`config.mk`:
```
export PLATFORM = sky130hd
export DESIGN_NAME = alu_inv_flat
export DESIGN_NICKNAME = d
export VERILOG_FILES = /design/src/rtl/alu_inv_if.sv /design/src/rtl/alu_inv.sv /design/src/flat_wrapper.sv
export SDC_FILE = /design/constraint.sdc
export NUM_CORES = 1
export LEC_CHECK = 0
export CORE_MARGIN = 4
export CORE_UTILIZATION = 55
export CTS_BUF_LIST = sky130_fd_sc_hd__clkbuf_8
export DETAILED_ROUTE_END_ITERATION = 7
export DONT_BUFFER_PORTS = 1
export HOLD_SLACK_MARGIN = 0.08
export PLACE_DENSITY = 0.82
export SETUP_SLACK_MARGIN = 0.05
export SLEW_MARGIN = 20
export SYNTH_ARGS = -nofsm -noshare
export SYNTH_HDL_FRONTEND = slang
export SYNTH_SLANG_ARGS = --single-unit
```
`constraint.sdc`:
```
create_clock -name clk -period 4 [get_ports clk]
set_clock_uncertainty 0.2 [all_clocks]
set_input_delay 0.8 -clock clk [delete_from_list [all_inputs] [get_ports clk]]
set_output_delay 0.8 -clock clk [all_outputs]
set_load 0.005 [all_outputs]
```
`src/rtl/alu_inv_if.sv`:
```
// Request/response bundle for the ALU inverse: request side (z, b, sel) and
// the recovered operand with its consistency code.
interface alu_inv_if #(parameter int WIDTH = 4);
    logic                 in_valid;
    logic                 in_ready;
    logic [2*WIDTH-1:0]   z;
    logic [WIDTH-1:0]     b;
    logic [1:0]           sel;
    logic                 out_valid;
    logic                 out_ready;
    logic [WIDTH-1:0]     a;
    logic [1:0]           err_code;

    modport master (
        output in_valid, z, b, sel, out_ready,
        input  in_ready, out_valid, a, err_code
    );

    modport slave (
        input  in_valid, z, b, sel, out_ready,
        output in_ready, out_valid, a, err_code
    );
endinterface

```
`src/rtl/alu_inv.sv`:
```
// Recovers ALU operand a from result z, operand b and op select; add/sub/xor
// resolve in one cycle, mul is undone with a restoring divider.
module alu_inv #(
    parameter int WIDTH = 4
) (
    input  logic     clk,
    input  logic     rst_n,
    alu_inv_if.slave bus
);
    // state | meaning
    // IDLE  | ready for a request
    // DIV   | restoring division, one quotient bit per cycle
    // DONE  | result held until the consumer takes it
    localparam int ZW = 2 * WIDTH;
    localparam int CW = $clog2(ZW);

    localparam logic [1:0] ERR_OK  = 2'b00;
    localparam logic [1:0] ERR_OOR = 2'b01;
    localparam logic [1:0] ERR_REM = 2'b10;
    localparam logic [1:0] ERR_DZ  = 2'b11;

    typedef enum logic [1:0] {IDLE, DIV, DONE} state_t;

    state_t             r_state,     w_state_nxt;
    logic               r_in_ready,  w_in_ready_nxt;
    logic               r_out_valid, w_out_valid_nxt;
    logic [WIDTH-1:0]   r_a,         w_a_nxt;
    logic [1:0]         r_err,       w_err_nxt;
    logic [WIDTH-1:0]   r_rem,       w_rem_nxt;
    logic [ZW-1:0]      r_quo,       w_quo_nxt;
    logic [WIDTH-1:0]   r_b,         w_b_nxt;
    logic [CW-1:0]      r_cnt,       w_cnt_nxt;

    logic [WIDTH:0]     w_rem_sh;
    logic [WIDTH:0]     w_rem_sub;
    logic               w_ge;
    logic [WIDTH-1:0]   w_rem_step;
    logic [ZW-1:0]      w_quo_step;
    logic [ZW-1:0]      w_bz;
    logic [ZW-1:0]      w_diff;
    logic [ZW-1:0]      w_sum;

    // Remainder stays below b, so WIDTH bits suffice; the shifted value needs one more.
    assign w_rem_sh   = {r_rem, r_quo[ZW-1]};
    assign w_ge       = (w_rem_sh >= {1'b0, r_b});
    assign w_rem_sub  = w_rem_sh - {1'b0, r_b};
    assign w_rem_step = w_ge ? w_rem_sub[WIDTH-1:0] : w_rem_sh[WIDTH-1:0];
    assign w_quo_step = {r_quo[ZW-2:0], w_ge};

    assign w_bz   = {{WIDTH{1'b0}}, bus.b};
    assign w_diff = bus.z - w_bz;
    assign w_sum  = bus.z + w_bz;

    always_comb begin
        w_state_nxt = r_state;
        w_a_nxt     = r_a;
        w_err_nxt   = r_err;
        w_rem_nxt   = r_rem;
        w_quo_nxt   = r_quo;
        w_b_nxt     = r_b;
        w_cnt_nxt   = r_cnt;
        case (r_state)
            IDLE: begin
                if (bus.in_valid && r_in_ready) begin
                    w_state_nxt = DONE;
                    case (bus.sel)
                        2'b00: begin
                            w_a_nxt   = w_diff[WIDTH-1:0];
                            w_err_nxt = ((bus.z < w_bz) || (w_diff[ZW-1:WIDTH] != '0)) ? ERR_OOR : ERR_OK;
                        end
                        2'b01: begin
                            w_a_nxt   = w_sum[WIDTH-1:0];
                            w_err_nxt = (w_sum[ZW-1:WIDTH] != '0) ? ERR_OOR : ERR_OK;
                        end
                        2'b10: begin
                            if (bus.b == '0) begin
                                w_a_nxt   = '0;
                                w_err_nxt = ERR_DZ;
                            end else begin
                                w_state_nxt = DIV;
                                w_cnt_nxt   = '0;
                                w_rem_nxt   = '0;
                                w_quo_nxt   = bus.z;
                                w_b_nxt     = bus.b;
                            end
                        end
                        2'b11: begin
                            w_a_nxt   = bus.z[WIDTH-1:0] ^ bus.b;
                            w_err_nxt = (bus.z[ZW-1:WIDTH] != '0) ? ERR_OOR : ERR_OK;
                        end
                    endcase
                end
            end
            DIV: begin
                w_rem_nxt = w_rem_step;
                w_quo_nxt = w_quo_step;
                w_cnt_nxt = r_cnt + CW'(1);
                if (r_cnt == CW'(ZW - 1)) begin
                    w_state_nxt = DONE;
                    w_a_nxt     = w_quo_step[WIDTH-1:0];
                    if (w_quo_step[ZW-1:WIDTH] != '0)
                        w_err_nxt = ERR_OOR;
                    else if (w_rem_step != '0)
                        w_err_nxt = ERR_REM;
                    else
                        w_err_nxt = ERR_OK;
                end
            end
            DONE: begin
                if (bus.out_ready)
                    w_state_nxt = IDLE;
            end
            default: w_state_nxt = IDLE;
        endcase
        w_in_ready_nxt  = (w_state_nxt == IDLE);
        w_out_valid_nxt = (w_state_nxt == DONE);
    end

    always_ff @(posedge clk) begin
        if (!rst_n) begin
            r_state     <= IDLE;
            r_in_ready  <= 1'b0;
            r_out_valid <= 1'b0;
            r_a         <= '0;
            r_err       <= ERR_OK;
            r_rem       <= '0;
            r_quo       <= '0;
            r_b         <= '0;
            r_cnt       <= '0;
        end else begin
            r_state     <= w_state_nxt;
            r_in_ready  <= w_in_ready_nxt;
            r_out_valid <= w_out_valid_nxt;
            r_a         <= w_a_nxt;
            r_err       <= w_err_nxt;
            r_rem       <= w_rem_nxt;
            r_quo       <= w_quo_nxt;
            r_b         <= w_b_nxt;
            r_cnt       <= w_cnt_nxt;
        end
    end

    assign bus.in_ready  = r_in_ready;
    assign bus.out_valid = r_out_valid;
    assign bus.a         = r_a;
    assign bus.err_code  = r_err;
endmodule
```
`src/flat_wrapper.sv`:
```
// flat-port wrapper written by rule: the top's interface ports become plain ports
module alu_inv_flat 
#(
    parameter int WIDTH = 4
)
  (clk, rst_n, bus_in_valid, bus_z, bus_b, bus_sel, bus_out_ready, bus_in_ready, bus_out_valid, bus_a, bus_err_code);
  alu_inv_if #(.WIDTH(WIDTH)) bus_i ();
  input  logic clk;
  input  logic rst_n;
  input wire logic [$bits(bus_i.in_valid)-1:0] bus_in_valid;
  input wire logic [$bits(bus_i.z)-1:0] bus_z;
  input wire logic [$bits(bus_i.b)-1:0] bus_b;
  input wire logic [$bits(bus_i.sel)-1:0] bus_sel;
  input wire logic [$bits(bus_i.out_ready)-1:0] bus_out_ready;
  output wire logic [$bits(bus_i.in_ready)-1:0] bus_in_ready;
  output wire logic [$bits(bus_i.out_valid)-1:0] bus_out_valid;
  output wire logic [$bits(bus_i.a)-1:0] bus_a;
  output wire logic [$bits(bus_i.err_code)-1:0] bus_err_code;
  assign bus_i.in_valid = bus_in_valid;
  assign bus_i.z = bus_z;
  assign bus_i.b = bus_b;
  assign bus_i.sel = bus_sel;
  assign bus_i.out_ready = bus_out_ready;
  assign bus_in_ready = bus_i.in_ready;
  assign bus_out_valid = bus_i.out_valid;
  assign bus_a = bus_i.a;
  assign bus_err_code = bus_i.err_code;
  alu_inv #(.WIDTH(WIDTH)) u_core (.clk(clk), .rst_n(rst_n), .bus(bus_i));
endmodule
```
==> results of run 1 <==
per-layer routing:
layer | global-route usage | share of wire | wire length, um | up-vias
met3 | 0.0575 | 0.074 | 338 | 8
li1 | - | - | - | 898
met2 | 0.324 | 0.44 | 2030 | 58
met5 | 0 | 0 | 0 | -
met1 | 0.308 | 0.47 | 2150 | 831
met4 | 0.0670 | 0.012 | 55 | 0
cells in the mapped netlist (all sizes together) (3+ instances only):
library cell  count
buf               4
nor2             27
fa                3
o211ai            8
nand3            10
o22ai             3
inv              18
ha               14
nand2b            5
a31oi             4
mux2i             7
a21oi            18
a211oi            3
clkbuf            8
nand2            37
o21ai            11
dfxtp            29
nor2b             8
a311oi            7
worst max-delay path, delay by kind of cell:
kind             cells  cell delay (ns)
AND/OR/NAND/NOR      2             0.60
AO/OA/AOI/OAI        4             1.24
final cells by class:
class                           count  area, um2
Multi-Input combinational cell    196       1280
Clock buffer                        7       96.3
Fill cell                         307       1320
Timing Repair Buffer                1       7.51
Inverter                           18       67.6
Clock inverter                      1       5.00
Sequential cell                    29        581
Tap cell                           46       57.6
path summary, 6_finish.rpt:
| check | to | slack [ns] | cells after the start |
|---|---|---|---|
| worst min register to register | u_core.r_quo[1] | 0.27 | 2 |
| worst max-delay path | u_core.bus.err_code[1] | 1.37 | 6 |
| worst max register to register | u_core.bus.err_code[1] | 1.64 | 8 |
| worst min-delay path | u_core.r_quo[1] | 0.27 | 2 |
registers in the layout, indices dropped and copies added, names as in the netlist:
name / cells
u_core.r_b: 4
u_core.r_state: 2
u_core.bus.out_valid: 1
u_core.bus.in_ready: 1
u_core.r_cnt: 3
u_core.r_rem: 4
u_core.bus.err_code: 2
u_core.bus.a: 4
u_core.r_quo: 8
kinds of logic (layout without fill, tap and decap cells):
kind of cell / Yosys count / count (layout) / share of synthesized area
AOI/OAI and AO/OA: 68 / 68 / 0.232
xor gates and xnor gates: 3 / 3 / 0.0133
adders and majority gates: 17 / 17 / 0.119
buffers and inverters: 30 / 27 / 0.0599
DFF: 29 / 29 / 0.293
muxes: 7 / 7 / 0.0353
and+or+nand+nor: 101 / 101 / 0.248
through the flow:
| stage | power (W) | hold slack (ns) | utilization | setup slack [ns] |
|---|---|---|---|---|
| 5_1_grt | 0.000726 | 0.308 | 0.614 | 1.29 |
| 2_1_floorplan | 0.000414 | 0.248 | - | 1.45 |
| 3_3_place_gp | 0.000429 | 0.261 | 0.585 | 1.13 |
| 3_5_place_dp | 0.000432 | 0.264 | 0.585 | 1.08 |
| 6_report | 0.000697 | 0.272 | 0.614 | 1.37 |
| 4_1_cts | 0.000699 | 0.273 | 0.614 | 1.37 |
cell usage in the layout (no fill, tap or decap), types with 5 or more instances in the layout:
cell / synthesis / routed
nand3_1: 9 / 9
inv_1: 18 / 18
ha_1: 14 / 14
nor2_1: 26 / 26
nor2b_1: 8 / 8
o211ai_1: 7 / 7
clkbuf_8: 0 / 7
mux2i_1: 7 / 7
nand2_1: 37 / 37
a311oi_1: 7 / 7
a21oi_1: 17 / 17
nand2b_1: 5 / 5
o21ai_0: 11 / 11
dfxtp_1: 29 / 29
power groups by stage:
stage,Combinational (W),Clock [W],Sequential (W)
after global placement,0.000110,0,0.000319
after CTS,0.000113,0.000274,0.000312
after floorplan,0.0000983,0,0.000315
after detailed placement,0.000113,0,0.000319
final,0.000114,0.000271,0.000313
after global routing,0.000129,0.000283,0.000315
==> results.sh, run 1 <==
export IMPL_cp_arrival_ns=2.64
export IMPL_vias=1795
export IMPL_min_period_ns=2.63
export IMPL_cp_start_kind="input pin"
export IMPL_cts_resized=0
export IMPL_critPathLaunch="bus_b[0]"
export IMPL_hold_violations=0
export IMPL_synthFlopType="dfxtp_1"
export IMPL_grt_ovfl_total=0
export IMPL_path_cells="or4_4, a211o_1, a21oi_2, nor2_1, a311o_1, a31oi_1"
export IMPL_clk_latency_ns=0.28
export IMPL_crit_slowest_cell="or4_4"
export IMPL_cpPeakStageDelay_ns=0.52
export IMPL_maxCapViolCount=0
export IMPL_yosysUniqueCellTypes=50
export IMPL_fin_crit_sh=0.657
export IMPL_p_seq_frac=0.448
export IMPL_routed_via_density=6.02
export IMPL_path_class="input pin to register"
export IMPL_postSynthCellCount=255
export IMPL_grt_max_degree=31
export IMPL_syn_cell_area_um2=1980
export IMPL_ys_async_sr_fraction=0
export IMPL_track_usage=0.218
export IMPL_tritoncts="done"
export IMPL_rsz0062_at_grt="false"
export IMPL_final_antenna_net_count=0
export IMPL_avgSynthCellArea_um2=7.78
export IMPL_tightestPinTransition_ns=1.07
export IMPL_min_path_type="register to register"
export IMPL_power_frac_comb=0.163
export IMPL_yosys_area_top_type_share=0.293
export IMPL_drc_errors=0
export IMPL_initial_utilization=0.581
export IMPL_dieArea_um2=4630
export IMPL_antenna_found_initial=0
export IMPL_vdd_ir_drop_max_mv=0.251
export IMPL_design_portCount=26
export IMPL_synth_top_cell_by_area="dfxtp_1"
export IMPL_die_h_um=68.0
export IMPL_netSwitchingPower_w=0.000191
export IMPL_ys_seq_elements=29
export IMPL_worstPathRequired_ns=4.01
export IMPL_yosysSeqAreaShare=0.293
export IMPL_row_count=21
export IMPL_synth_warnings=0
export IMPL_netSwitchingFraction=0.274
export IMPL_routed_wl_mm=4.57
export IMPL_timing_rr_start="u_core.r_b[2]"
export IMPL_status="completed"
export IMPL_setup_viol=0
export IMPL_drive_above_1_share=0.0714
export IMPL_gp_congestion=0.850
export IMPL_fp_coreArea_um2=3420
export IMPL_die_w_um=68.0
export IMPL_cts_sinks=29
export IMPL_fin_nets=286
export IMPL_cts_hold_fix_buffers=0
export IMPL_setup_tns_ns=0
export IMPL_p_leak_nw=0.818
export IMPL_pwr_share_clk=0.389
export IMPL_cts_setup_buffers=0
export IMPL_synthTopCellsByArea="dfxtp_1 29%, ha_1 8.8%, nand2_1 7.0%, nor2_1 4.9%, a21oi_1 4.3%"
export IMPL_cts_root_buffer="clkbuf_8"
export IMPL_synth_edf_count=0
export IMPL_end_kind="register"
export IMPL_fin_cells=298
export IMPL_grt_pass1_vias=1599
export IMPL_h_tree_depth=2
export IMPL_wl_per_cell_um=15.3
export IMPL_syn_to_final_growth_pct=5.80
export IMPL_min_from="u_core.r_quo[1]"
export IMPL_path_clk_slew_ns=0.06
export IMPL_drt_iter0_drc=73
export IMPL_design_area_um2=2100
export IMPL_cp_max_fo=13
export IMPL_dr_pass1_iters=4
export IMPL_dpl_cell_area_um2=2000
export IMPL_port_buffers=0
export IMPL_grt_pass1_wl_mm=7.62
export IMPL_dpl_hpwl_mm=3.40
export IMPL_p_per_area_nw_per_um2=332
export IMPL_internal_power_w=0.000506
export IMPL_slew_viol_final=0
export IMPL_place_inst=290
export IMPL_slew_headroom=0.288
export IMPL_cts_buffer_depth=2
export IMPL_n_antenna_cell=0
export IMPL_cts_buffers=5
export IMPL_clock_fmax_ghz=0.381
export IMPL_syn_num_nets=290
Power figures use the tool's default switching activity.
==> run 2: changes to the inputs <==
==> constraint.sdc (replaced) <==
create_clock -name clk -period 2.65 [get_ports clk]
set_clock_uncertainty 0.2 [all_clocks]
set_input_delay 0.53 -clock clk [delete_from_list [all_inputs] [get_ports clk]]
set_output_delay 0.53 -clock clk [all_outputs]
set_load 0.005 [all_outputs]
==> results.sh, run 2 (synthesis results as in run 1) <==
export IMPL_track_usage=0.219
export IMPL_grt_max_degree=27
export IMPL_maxCapViolCount=0
export IMPL_top_register="u_core.r_quo"
export IMPL_setup_tns_ns=0
export IMPL_tightestPinTransition_ns=0.896
export IMPL_fp_coreArea_um2=3420
export IMPL_n_antenna_cell=0
export IMPL_drt_iter0_drc=112
export IMPL_rrSetupSlack_ns=0.33
export IMPL_row_count=21
export IMPL_cp_arrival_ns=2.33
export IMPL_largest_reg_flops=8
export IMPL_crit_top_cell="nor2_1"
export IMPL_initial_utilization=0.581
export IMPL_gp_congestion=0.853
export IMPL_cpPeakStageDelay_ns=0.34
export IMPL_hold_violations=0
export IMPL_final_antenna_net_count=0
export IMPL_path_class="register to register"
export IMPL_path_cells="inv_1, ha_1, or2_2, a21boi_0, nor2_1, mux2i_1, nor2_1, a31oi_1"
export IMPL_worstRegToRegCells=8
export IMPL_n_fill_cell=304
export IMPL_dr_pass1_iters=4
export IMPL_path_depth=8
export IMPL_syn_to_final_growth_pct=8.83
export IMPL_slew_viol_final=0
export IMPL_routed_via_density=5.91
export IMPL_cts_root_buffer="clkbuf_8"
export IMPL_min_from="rst_n"
export IMPL_path_clk_slew_ns=0.06
export IMPL_grt_pass1_wl_mm=7.63
export IMPL_status="completed"
export IMPL_grt_ovfl_total=0
export IMPL_h_tree_depth=2
export IMPL_clock_fmax_ghz=0.430
export IMPL_cp_max_fo=9
export IMPL_hold_slack_ns=0.190
export IMPL_p_per_area_nw_per_um2=521
export IMPL_fin_crit_sh=0.877
export IMPL_cts_sinks=29
export IMPL_antenna_found_initial=0
export IMPL_setup_viol=0
export IMPL_drive_above_1_share=0.0891
export IMPL_final_common_cell="nand2_1"
export IMPL_cts_setup_buffers=0
export IMPL_cp_start_kind="register"
export IMPL_end_kind="register"
export IMPL_min_to="u_core.r_quo[1]"
export IMPL_tritoncts="done"
export IMPL_grt_pass1_vias=1648
export IMPL_vdd_ir_drop_max_mv=0.430
export IMPL_cp_num_buf_inv=1
export IMPL_die_h_um=68.0
export IMPL_die_w_um=68.0
export IMPL_timing_rr_start="u_core.r_b[2]"
export IMPL_cts_buffers=5
export IMPL_vias=1798
export IMPL_hold_path_depth=2
export IMPL_slew_headroom=0.398
export IMPL_routed_wl_mm=4.57
export IMPL_layout_common_cells="37 x nand2_1, 29 x dfxtp_1, 26 x nor2_1, 19 x inv_1, 17 x a21oi_1"
export IMPL_cts_resized=0
export IMPL_dieArea_um2=4630
export IMPL_timing_rr_end="u_core.bus.err_code[1]"
export IMPL_dpl_hpwl_mm=3.54
export IMPL_cts_buffer_depth=2
export IMPL_design_portCount=26
export IMPL_crit_slowest_cell="dfxtp_1"
export IMPL_min_period_ns=2.32
export IMPL_drc_errors=0
export IMPL_clk_latency_ns=0.28
export IMPL_cpLargestDelayFamily="simple AND/OR/NAND/NOR gates"
export IMPL_p_leak_nw=0.856
export IMPL_wl_per_cell_um=15.0
export IMPL_min_path_type="input pin to register"
export IMPL_rsz0062_at_grt="false"
export IMPL_port_buffers=0
export IMPL_worstPathRequired_ns=2.66
export IMPL_fin_nets=292
export IMPL_cts_hold_fix_buffers=0
run 2: changes by cell type in the layout (fill, tap and decap cells not counted):
cell,previous run,this run
buf_4,1,7
bufinv_16,0,1
clkbuf_8,7,6
clkinv_2,1,0
inv_1,18,19
run 2: area by class of cell:
cell class / count / area [um2] / area share
Sequential cell: 29 / 581 / 0.269
Tap cell: 46 / 57.6 / 0.0267
Clock buffer: 6 / 82.6 / 0.0383
Timing Repair Buffer: 7 / 52.6 / 0.0243
Inverter: 18 / 67.6 / 0.0313
Clock inverter: 2 / 33.8 / 0.0157
Multi-Input combinational cell: 196 / 1280 / 0.595
run 2: worst max path at each step:
stage | startpoint | end
3_3_place_gp | bus_b[0] | u_core.bus.err_code[0]
2_1_floorplan | bus_b[0] | u_core.bus.err_code[0]
3_5_place_dp | bus_b[0] | u_core.bus.err_code[0]
4_1_cts | u_core.r_b[2] | u_core.bus.err_code[1]
6_report | u_core.r_b[2] | u_core.bus.err_code[1]
5_1_grt | u_core.r_quo[7] | u_core.bus.err_code[1]
run 2: through the flow:
| step | cells | util | power (W) | setup slack (ns) | instance area, um2 |
|---|---|---|---|---|---|
| 6_report | 304 | 0.632 | 0.00112 | 0.326 | 2160 |
| 5_1_grt | 304 | 0.632 | 0.00117 | 0.149 | 2160 |
| 4_1_cts | 304 | 0.632 | 0.00113 | 0.340 | 2160 |
| 3_5_place_dp | 296 | 0.598 | 0.000659 | 0.254 | 2040 |
| 3_3_place_gp | 296 | 0.598 | 0.000655 | 0.276 | 2040 |
| 2_1_floorplan | 255 | - | 0.000624 | 0.371 | 1980 |
run 2: worst register-to-register path, cell delays in order (launching register included):
cell and delay, ns:
dfxtp_1 0.34, inv_1 0.05, ha_1 0.33, or2_2 0.30
a21boi_0 0.28, nor2_1 0.22, mux2i_1 0.29, nor2_1 0.08
a31oi_1 0.16
run 2: per-layer routing:
metal / vias up / global-route usage / share of wire
met5: - / 0 / 0
met4: 0 / 0.0819 / 0.0096
met2: 55 / 0.325 / 0.44
met1: 825 / 0.289 / 0.46
li1: 912 / - / -
met3: 6 / 0.0821 / 0.088
run 2: power by group:
group	internal (W)	total, W	switching (W)
combinational	0.0000806	0.000180	0.0000990
sequential	0.000455	0.000471	0.0000162
clock	0.000302	0.000473	0.000171
